**src/rtl/clk_gate_ctrl_if.sv**
```systemverilog
// clk_gate_ctrl_if
//   Bundles the requester-side and clock-gating-side signals of the
//   clock-enable scheduler.
//   Handshake: a requester holds REQ[i] high until it sees GNT[i]; it
//   then owns the gated resource until it pulses DONE for one cycle.
//   GNT/GNT_VLD/CLK_EN/STATE are registered and change only on CLK rising
//   edges (or immediately on RST).
//   Signals:
//     REQ      per-requester request level        (master -> slave)
//     DONE     one-cycle "grantee finished" pulse (master -> slave)
//     FORCE_ON keep gated clock running           (master -> slave)
//     GNT      one-hot grant                      (slave -> master)
//     GNT_VLD  OR of GNT                          (slave -> master)
//     CLK_EN   enable to clock-gating cell        (slave -> master)
//     STATE    scheduler FSM state, debug         (slave -> master)
interface clk_gate_ctrl_if #(
  parameter int NUM_REQ = 4
);
  logic [NUM_REQ-1:0] REQ;
  logic               DONE;
  logic               FORCE_ON;
  logic [NUM_REQ-1:0] GNT;
  logic               GNT_VLD;
  logic               CLK_EN;
  logic [1:0]         STATE;

  modport master (
    output REQ, DONE, FORCE_ON,
    input  GNT, GNT_VLD, CLK_EN, STATE
  );

  modport slave (
    input  REQ, DONE, FORCE_ON,
    output GNT, GNT_VLD, CLK_EN, STATE
  );
endinterface

```
**src/rtl/clk_gate_ctrl.sv**
```systemverilog
// clk_gate_ctrl
//   Clock-enable scheduler for a gated clock domain. Wakes the domain on
//   demand, waits WAKE_CYC cycles before the first grant, serialises
//   transactions with a round-robin arbiter, and turns the clock off after
//   IDLE_CYC idle cycles. Lives in the always-on domain.
//   Ports:
//     CLK  always-on clock
//     RST  asynchronous active-high reset
//     bus  clk_gate_ctrl_if slave modport (REQ/DONE/FORCE_ON in,
//          GNT/GNT_VLD/CLK_EN/STATE out, all outputs registered)
module clk_gate_ctrl #(
  parameter int NUM_REQ  = 4,
  parameter int WAKE_CYC = 2,
  parameter int IDLE_CYC = 8,
  parameter int CNT_W    = 4
) (
  input  logic            CLK,
  input  logic            RST,
  clk_gate_ctrl_if.slave  bus
);

  localparam int PTR_W = (NUM_REQ > 1) ? $clog2(NUM_REQ) : 1;
  localparam logic [CNT_W-1:0] WAKE_LAST = CNT_W'(WAKE_CYC - 1);
  localparam logic [CNT_W-1:0] IDLE_LAST = CNT_W'(IDLE_CYC - 1);
  localparam logic [PTR_W:0]   NREQ_X    = (PTR_W + 1)'(NUM_REQ);
  localparam logic [PTR_W-1:0] LAST_IDX  = PTR_W'(NUM_REQ - 1);

  typedef enum logic [1:0] {
    S_OFF    = 2'b00,
    S_WAKE   = 2'b01,
    S_ACTIVE = 2'b10,
    S_IDLE   = 2'b11
  } state_t;

  state_t             state_q, state_d;
  logic [CNT_W-1:0]   cnt_q, cnt_d, cnt_inc;
  logic [PTR_W-1:0]   rr_ptr_q, rr_ptr_d;
  logic [PTR_W-1:0]   gnt_idx_q, gnt_idx_d;
  logic [NUM_REQ-1:0] gnt_q, gnt_d;
  logic               gnt_vld_q, clk_en_q;

  // Round-robin arbiter: first set REQ bit scanning upward from rr_ptr.
  logic               win_found;
  logic [PTR_W-1:0]   win_idx;
  logic [PTR_W:0]     cand;
  logic [NUM_REQ-1:0] win_onehot;

  always_comb begin
    win_found = 1'b0;
    win_idx   = '0;
    cand      = '0;
    for (int i = 0; i < NUM_REQ; i++) begin
      // Extra bit holds rr_ptr + i before the wrap at NUM_REQ.
      cand = {1'b0, rr_ptr_q} + (PTR_W + 1)'(i);
      if (cand >= NREQ_X) cand = cand - NREQ_X;
      if (!win_found && bus.REQ[cand[PTR_W-1:0]]) begin
        win_found = 1'b1;
        win_idx   = cand[PTR_W-1:0];
      end
    end
    win_onehot = NUM_REQ'(1) << win_idx;
  end

  // Saturating increment: the counter never wraps.
  assign cnt_inc = (cnt_q == '1) ? cnt_q : cnt_q + 1'b1;

  always_comb begin
    state_d   = state_q;
    cnt_d     = cnt_q;
    rr_ptr_d  = rr_ptr_q;
    gnt_idx_d = gnt_idx_q;
    gnt_d     = gnt_q;
    case (state_q)
      S_OFF: begin
        gnt_d = '0;
        if (|bus.REQ || bus.FORCE_ON) begin
          state_d = S_WAKE;
          cnt_d   = '0;
        end
      end
      S_WAKE: begin
        cnt_d = cnt_inc;
        if (cnt_q == WAKE_LAST) begin
          if (win_found) begin
            state_d   = S_ACTIVE;
            gnt_d     = win_onehot;
            gnt_idx_d = win_idx;
          end else begin
            state_d = S_IDLE;
            cnt_d   = '0;
          end
        end
      end
      S_ACTIVE: begin
        // Grant is frozen until DONE; REQ and FORCE_ON are not looked at.
        if (bus.DONE) begin
          rr_ptr_d = (gnt_idx_q == LAST_IDX) ? '0 : gnt_idx_q + 1'b1;
          gnt_d    = '0;
          state_d  = S_IDLE;
          cnt_d    = '0;
        end
      end
      S_IDLE: begin
        // A request beats the timeout when both land in the same cycle.
        if (win_found) begin
          state_d   = S_ACTIVE;
          gnt_d     = win_onehot;
          gnt_idx_d = win_idx;
        end else if (bus.FORCE_ON) begin
          cnt_d = '0;
        end else if (cnt_q == IDLE_LAST) begin
          state_d = S_OFF;
          cnt_d   = '0;
        end else begin
          cnt_d = cnt_inc;
        end
      end
      default: begin
        state_d = S_OFF;
        gnt_d   = '0;
        cnt_d   = '0;
      end
    endcase
  end

  // CLK_EN and GNT_VLD are flopped from the next-state values so that both
  // are glitch-free and GNT_VLD can never be high while CLK_EN is low.
  always_ff @(posedge CLK or posedge RST) begin
    if (RST) begin
      state_q   <= S_OFF;
      cnt_q     <= '0;
      rr_ptr_q  <= '0;
      gnt_idx_q <= '0;
      gnt_q     <= '0;
      gnt_vld_q <= 1'b0;
      clk_en_q  <= 1'b0;
    end else begin
      state_q   <= state_d;
      cnt_q     <= cnt_d;
      rr_ptr_q  <= rr_ptr_d;
      gnt_idx_q <= gnt_idx_d;
      gnt_q     <= gnt_d;
      gnt_vld_q <= |gnt_d;
      clk_en_q  <= (state_d != S_OFF);
    end
  end

  assign bus.GNT     = gnt_q;
  assign bus.GNT_VLD = gnt_vld_q;
  assign bus.CLK_EN  = clk_en_q;
  assign bus.STATE   = state_q;

endmodule
```
**src/flat_wrapper.sv**
```systemverilog
// flat-port wrapper written by rule: the top's interface ports become plain ports
module clk_gate_ctrl_flat 
#(
  parameter int NUM_REQ  = 4,
  parameter int WAKE_CYC = 2,
  parameter int IDLE_CYC = 8,
  parameter int CNT_W    = 4
)
  (CLK, RST, bus_REQ, bus_DONE, bus_FORCE_ON, bus_GNT, bus_GNT_VLD, bus_CLK_EN, bus_STATE);
  clk_gate_ctrl_if #(.NUM_REQ(NUM_REQ)) bus_i ();
  input  logic CLK;
  input  logic RST;
  input wire logic [$bits(bus_i.REQ)-1:0] bus_REQ;
  input wire logic [$bits(bus_i.DONE)-1:0] bus_DONE;
  input wire logic [$bits(bus_i.FORCE_ON)-1:0] bus_FORCE_ON;
  output wire logic [$bits(bus_i.GNT)-1:0] bus_GNT;
  output wire logic [$bits(bus_i.GNT_VLD)-1:0] bus_GNT_VLD;
  output wire logic [$bits(bus_i.CLK_EN)-1:0] bus_CLK_EN;
  output wire logic [$bits(bus_i.STATE)-1:0] bus_STATE;
  assign bus_i.REQ = bus_REQ;
  assign bus_i.DONE = bus_DONE;
  assign bus_i.FORCE_ON = bus_FORCE_ON;
  assign bus_GNT = bus_i.GNT;
  assign bus_GNT_VLD = bus_i.GNT_VLD;
  assign bus_CLK_EN = bus_i.CLK_EN;
  assign bus_STATE = bus_i.STATE;
  clk_gate_ctrl #(.NUM_REQ(NUM_REQ), .WAKE_CYC(WAKE_CYC), .IDLE_CYC(IDLE_CYC), .CNT_W(CNT_W)) u_core (.CLK(CLK), .RST(RST), .bus(bus_i));
endmodule
```
**config.mk**
```make
export PLATFORM = sky130hd
export DESIGN_NAME = clk_gate_ctrl_flat
export DESIGN_NICKNAME = d
export VERILOG_FILES = /design/src/rtl/clk_gate_ctrl_if.sv /design/src/rtl/clk_gate_ctrl.sv /design/src/flat_wrapper.sv
export SDC_FILE = /design/constraint.sdc
export NUM_CORES = 1
export LEC_CHECK = 0
export CAP_MARGIN = 10
export CORE_MARGIN = 3
export CORE_UTILIZATION = 50
export CTS_BUF_LIST = sky130_fd_sc_hd__clkbuf_8 sky130_fd_sc_hd__clkbuf_16
export DETAILED_ROUTE_END_ITERATION = 10
export PLACE_DENSITY_LB_ADDON = 0.12
export SYNTH_ARGS = -nofsm -noshare
export SYNTH_HDL_FRONTEND = slang
export SYNTH_SLANG_ARGS = --single-unit
```
**constraint.sdc**
```tcl
create_clock -name CLK -period 2.7 [get_ports CLK]
set_input_delay 0.81 -clock CLK [delete_from_list [all_inputs] [get_ports CLK]]
set_output_delay 0.81 -clock CLK [all_outputs]
set_load 0.02 [all_outputs]
```
==> metrics <==
count leader, synth=dfrtp_1; drt wl/cell=13.7 microns; Max VDD drop=0.377 mV; CTS Buf Count=3; RePlAce Congestion=0.780; status=complete, no violations; total power=789 uW; final WL=2.18 mm; FF-to-FF Start=u_core.cnt_q[1]$_DFFE_PP0P_; f_max=0.409 GHz; CP delay by family, top=simple AND/OR/NAND/NOR gates; Root Buffer=clkbuf_8; nets@finish=144; Post-Syn Instances=110; sw frac=0.317; Slew Viols, Final=0; post-synth top area share=0.374; CTS Buffer Depth=2; top cells by count, synth=dfrtp_1 (16), a21oi_1 (9), nor2_1 (9); Cell Int Power=539 uW; Chip Width=52.3 microns; Max Cap Violations=0; startpoint types=input port; sequential-to-total area share from yosys stat=0.374; area delta synth->final=23.2%; power per cell area=598 nW/um^2; multiplexer share of the synthesized area=0.0199; Clock power frac=0.265; Post-synth EDFFs=0; TritonCTS Sinks=16; dominant cell type by area after synthesis=dfrtp_1; postcts setup bufs=0; Vias=923; share of layout cells above drive strength 1=0.235; area of the die=2730 sq um; crit path cell chain=clkdlybuf4s50_1 -> nor2b_1 -> o21ai_0 -> and2b_1 -> o22a_2 -> or4_4; worst reg-to-reg setup slack=0.61 ns; hpwl dp=1.67 mm; period utilization=0.905; Setup Skew=0.000498 ns; Crit path required time=2.82 ns; Compound-Gate Fraction of Synth Area=0.280; yosys warns=0; initial core utilization=0.535; Synth cell types=43; Crit Path Class=in -> reg; vias in the first global route=902; Syn Nets=121; total negative slack=0 ns; switching power total=250 uW; r2r endpoint=u_core.bus.GNT_VLD$_DFF_PP0_; CTS tree=built; crit path from=bus_REQ[0]; H-tree depth=1; Final Setup Violations=0; Sequential Power Share=0.427; # IOs=16; CP Buf/Inv Count=1; Worst setup EP type=register; Rows=16; largest net degree at the start of global routing=17; Async S/R FF share, synth=1.00; Avg Cell Area, Syn=9.74 sq um; Clock transition at path regs=0.06 ns; Crit path largest cell delay=0.54 ns; initial antenna violation count=0; Static Leak=0.000588 uW; worst hold path startpoint=u_core.gnt_idx_q[0]$_DFFE_PP0P_; CP arrival=2.56 ns; Fin. Hold Viols=0; Critical-path top delay cell=clkdlybuf4s50_1; RSZ-0062 raised after global routing=no; Critical Path Sink=u_core.bus.GNT_VLD$_DFF_PP0_; xor/xnor share of the synthesized area=0; drt first pass iters=4; GRT overflow=0; Vias/cell=5.81; number of gates resized after CTS=0; Hold Path Class=reg -> reg; CP max FO=4; Worst path depth=6; die height=52.3 microns; largest family of logic cells by synthesized area=compound AO/OA/AOI/OAI gates; top post-synthesis cells by area=dfrtp_1 (37%), buf_6 (5.3%), a21oi_1 (4.2%), ha_1 (3.5%), o21ai_0 (3.3%); synthesis-stage register bit count=16; 1st-iter DRT viols=20; Core Region=2000 sq um; hold_buf cts=0; global-route wire length before repair=3.81 mm; Comb pwr share=0.308; Top FF cell, synth=dfrtp_1; Worst Tran Pin Value=0.613 ns; Worst Reg-to-Reg Cells=7; Post-Synth Simple-Gate Area=0.209; Synth Cell Area=1070 sq um; Antenna Nets Post-Route=0; Slew headroom=0.591; Ant. Diodes=0; Skew-Pair Late Insertion Delay=0.25 ns; min Tclk post-route=2.44 ns; DRC errors left=0; IO buf count=15; gr usage total=0.193; Post-Synth Adder-Cell Area=0.0350
state kept, by name, summed over array words and instances, names as in the netlist:
register / flops
u_core.bus.STATE: 2
u_core.cnt_q: 4
u_core.gnt_idx_q: 2
u_core.bus.CLK_EN: 1
u_core.rr_ptr_q: 2
u_core.bus.GNT: 4
u_core.bus.GNT_VLD: 1
cell families after synthesis:
family	after synthesis
AO/OA/AOI/OAI	40
adder cells (fa/ha/maj)	3
multiplexers	2
buffers and inverters	13
AND/OR/NAND/NOR	36
flip-flops	16
worst min-delay path by stage:
stage / to / depth (start not counted)
6_report: u_core.rr_ptr_q[0]$_DFFE_PP0P_ / 1
3_5_place_dp: u_core.rr_ptr_q[0]$_DFFE_PP0P_ / 1
3_3_place_gp: u_core.rr_ptr_q[0]$_DFFE_PP0P_ / 1
2_1_floorplan: u_core.gnt_idx_q[1]$_DFFE_PP0P_ / 2
5_1_grt: u_core.rr_ptr_q[0]$_DFFE_PP0P_ / 1
4_1_cts: u_core.rr_ptr_q[0]$_DFFE_PP0P_ / 1
worst register-to-register path, stage by stage (launching register included):
cell	delay, ns
dfrtp_1	0.40
inv_1	0.08
ha_1	0.13
nor3b_4	0.33
o211ai_4	0.11
and2_4	0.18
o22a_2	0.25
or4_4	0.50
per-layer routing:
metal | up-vias | GRT usage | wire length, microns
met1 | 433 | 0.223 | 948
met3 | 10 | 0.0399 | 86
met5 | - | 0 | 0
met4 | 0 | 0.149 | 96
met2 | 25 | 0.308 | 1050
li1 | 455 | - | -
layout make-up:
type,count,area [sq um]
fill,173,682
multi-input combinational,81,583
sequential,16,400
timing repair buffer,25,225
clock buffer,4,55.1
tap,27,33.8
inverter,6,22.5
per-stage QoR:
stage	setup WS, ns	instances	hold WS (ns)	util	cell area [sq um]
final	0.258	159	0.508	0.659	1320
after global placement	0.0288	155	0.473	0.632	1260
after global routing	0.162	159	0.535	0.659	1320
after floorplan	0.480	110	0.454	-	1070
after CTS	0.260	159	0.497	0.659	1320
after detailed placement	0.00294	155	0.488	0.632	1260
placed cells by master (no fill, tap or decap), types with 4 or more instances in the layout:
cell,netlist,routed
o21ai_0,7,7
clkdlybuf4s50_1,0,15
nor2_1,9,9
clkbuf_8,0,4
buf_4,0,10
dfrtp_1,16,16
nand2_1,6,6
inv_1,5,5
a21oi_1,9,9
power by group through the flow:
stage / sequential [uW] / combinational (uW) / clock [uW]
after floorplan: 336 / 168 / 0
after global placement: 337 / 238 / 0
after detailed placement: 340 / 244 / 0
after CTS: 335 / 245 / 215
after global routing: 345 / 271 / 227
final: 337 / 243 / 209
Note: power is estimated with default switching activity, not from simulation.
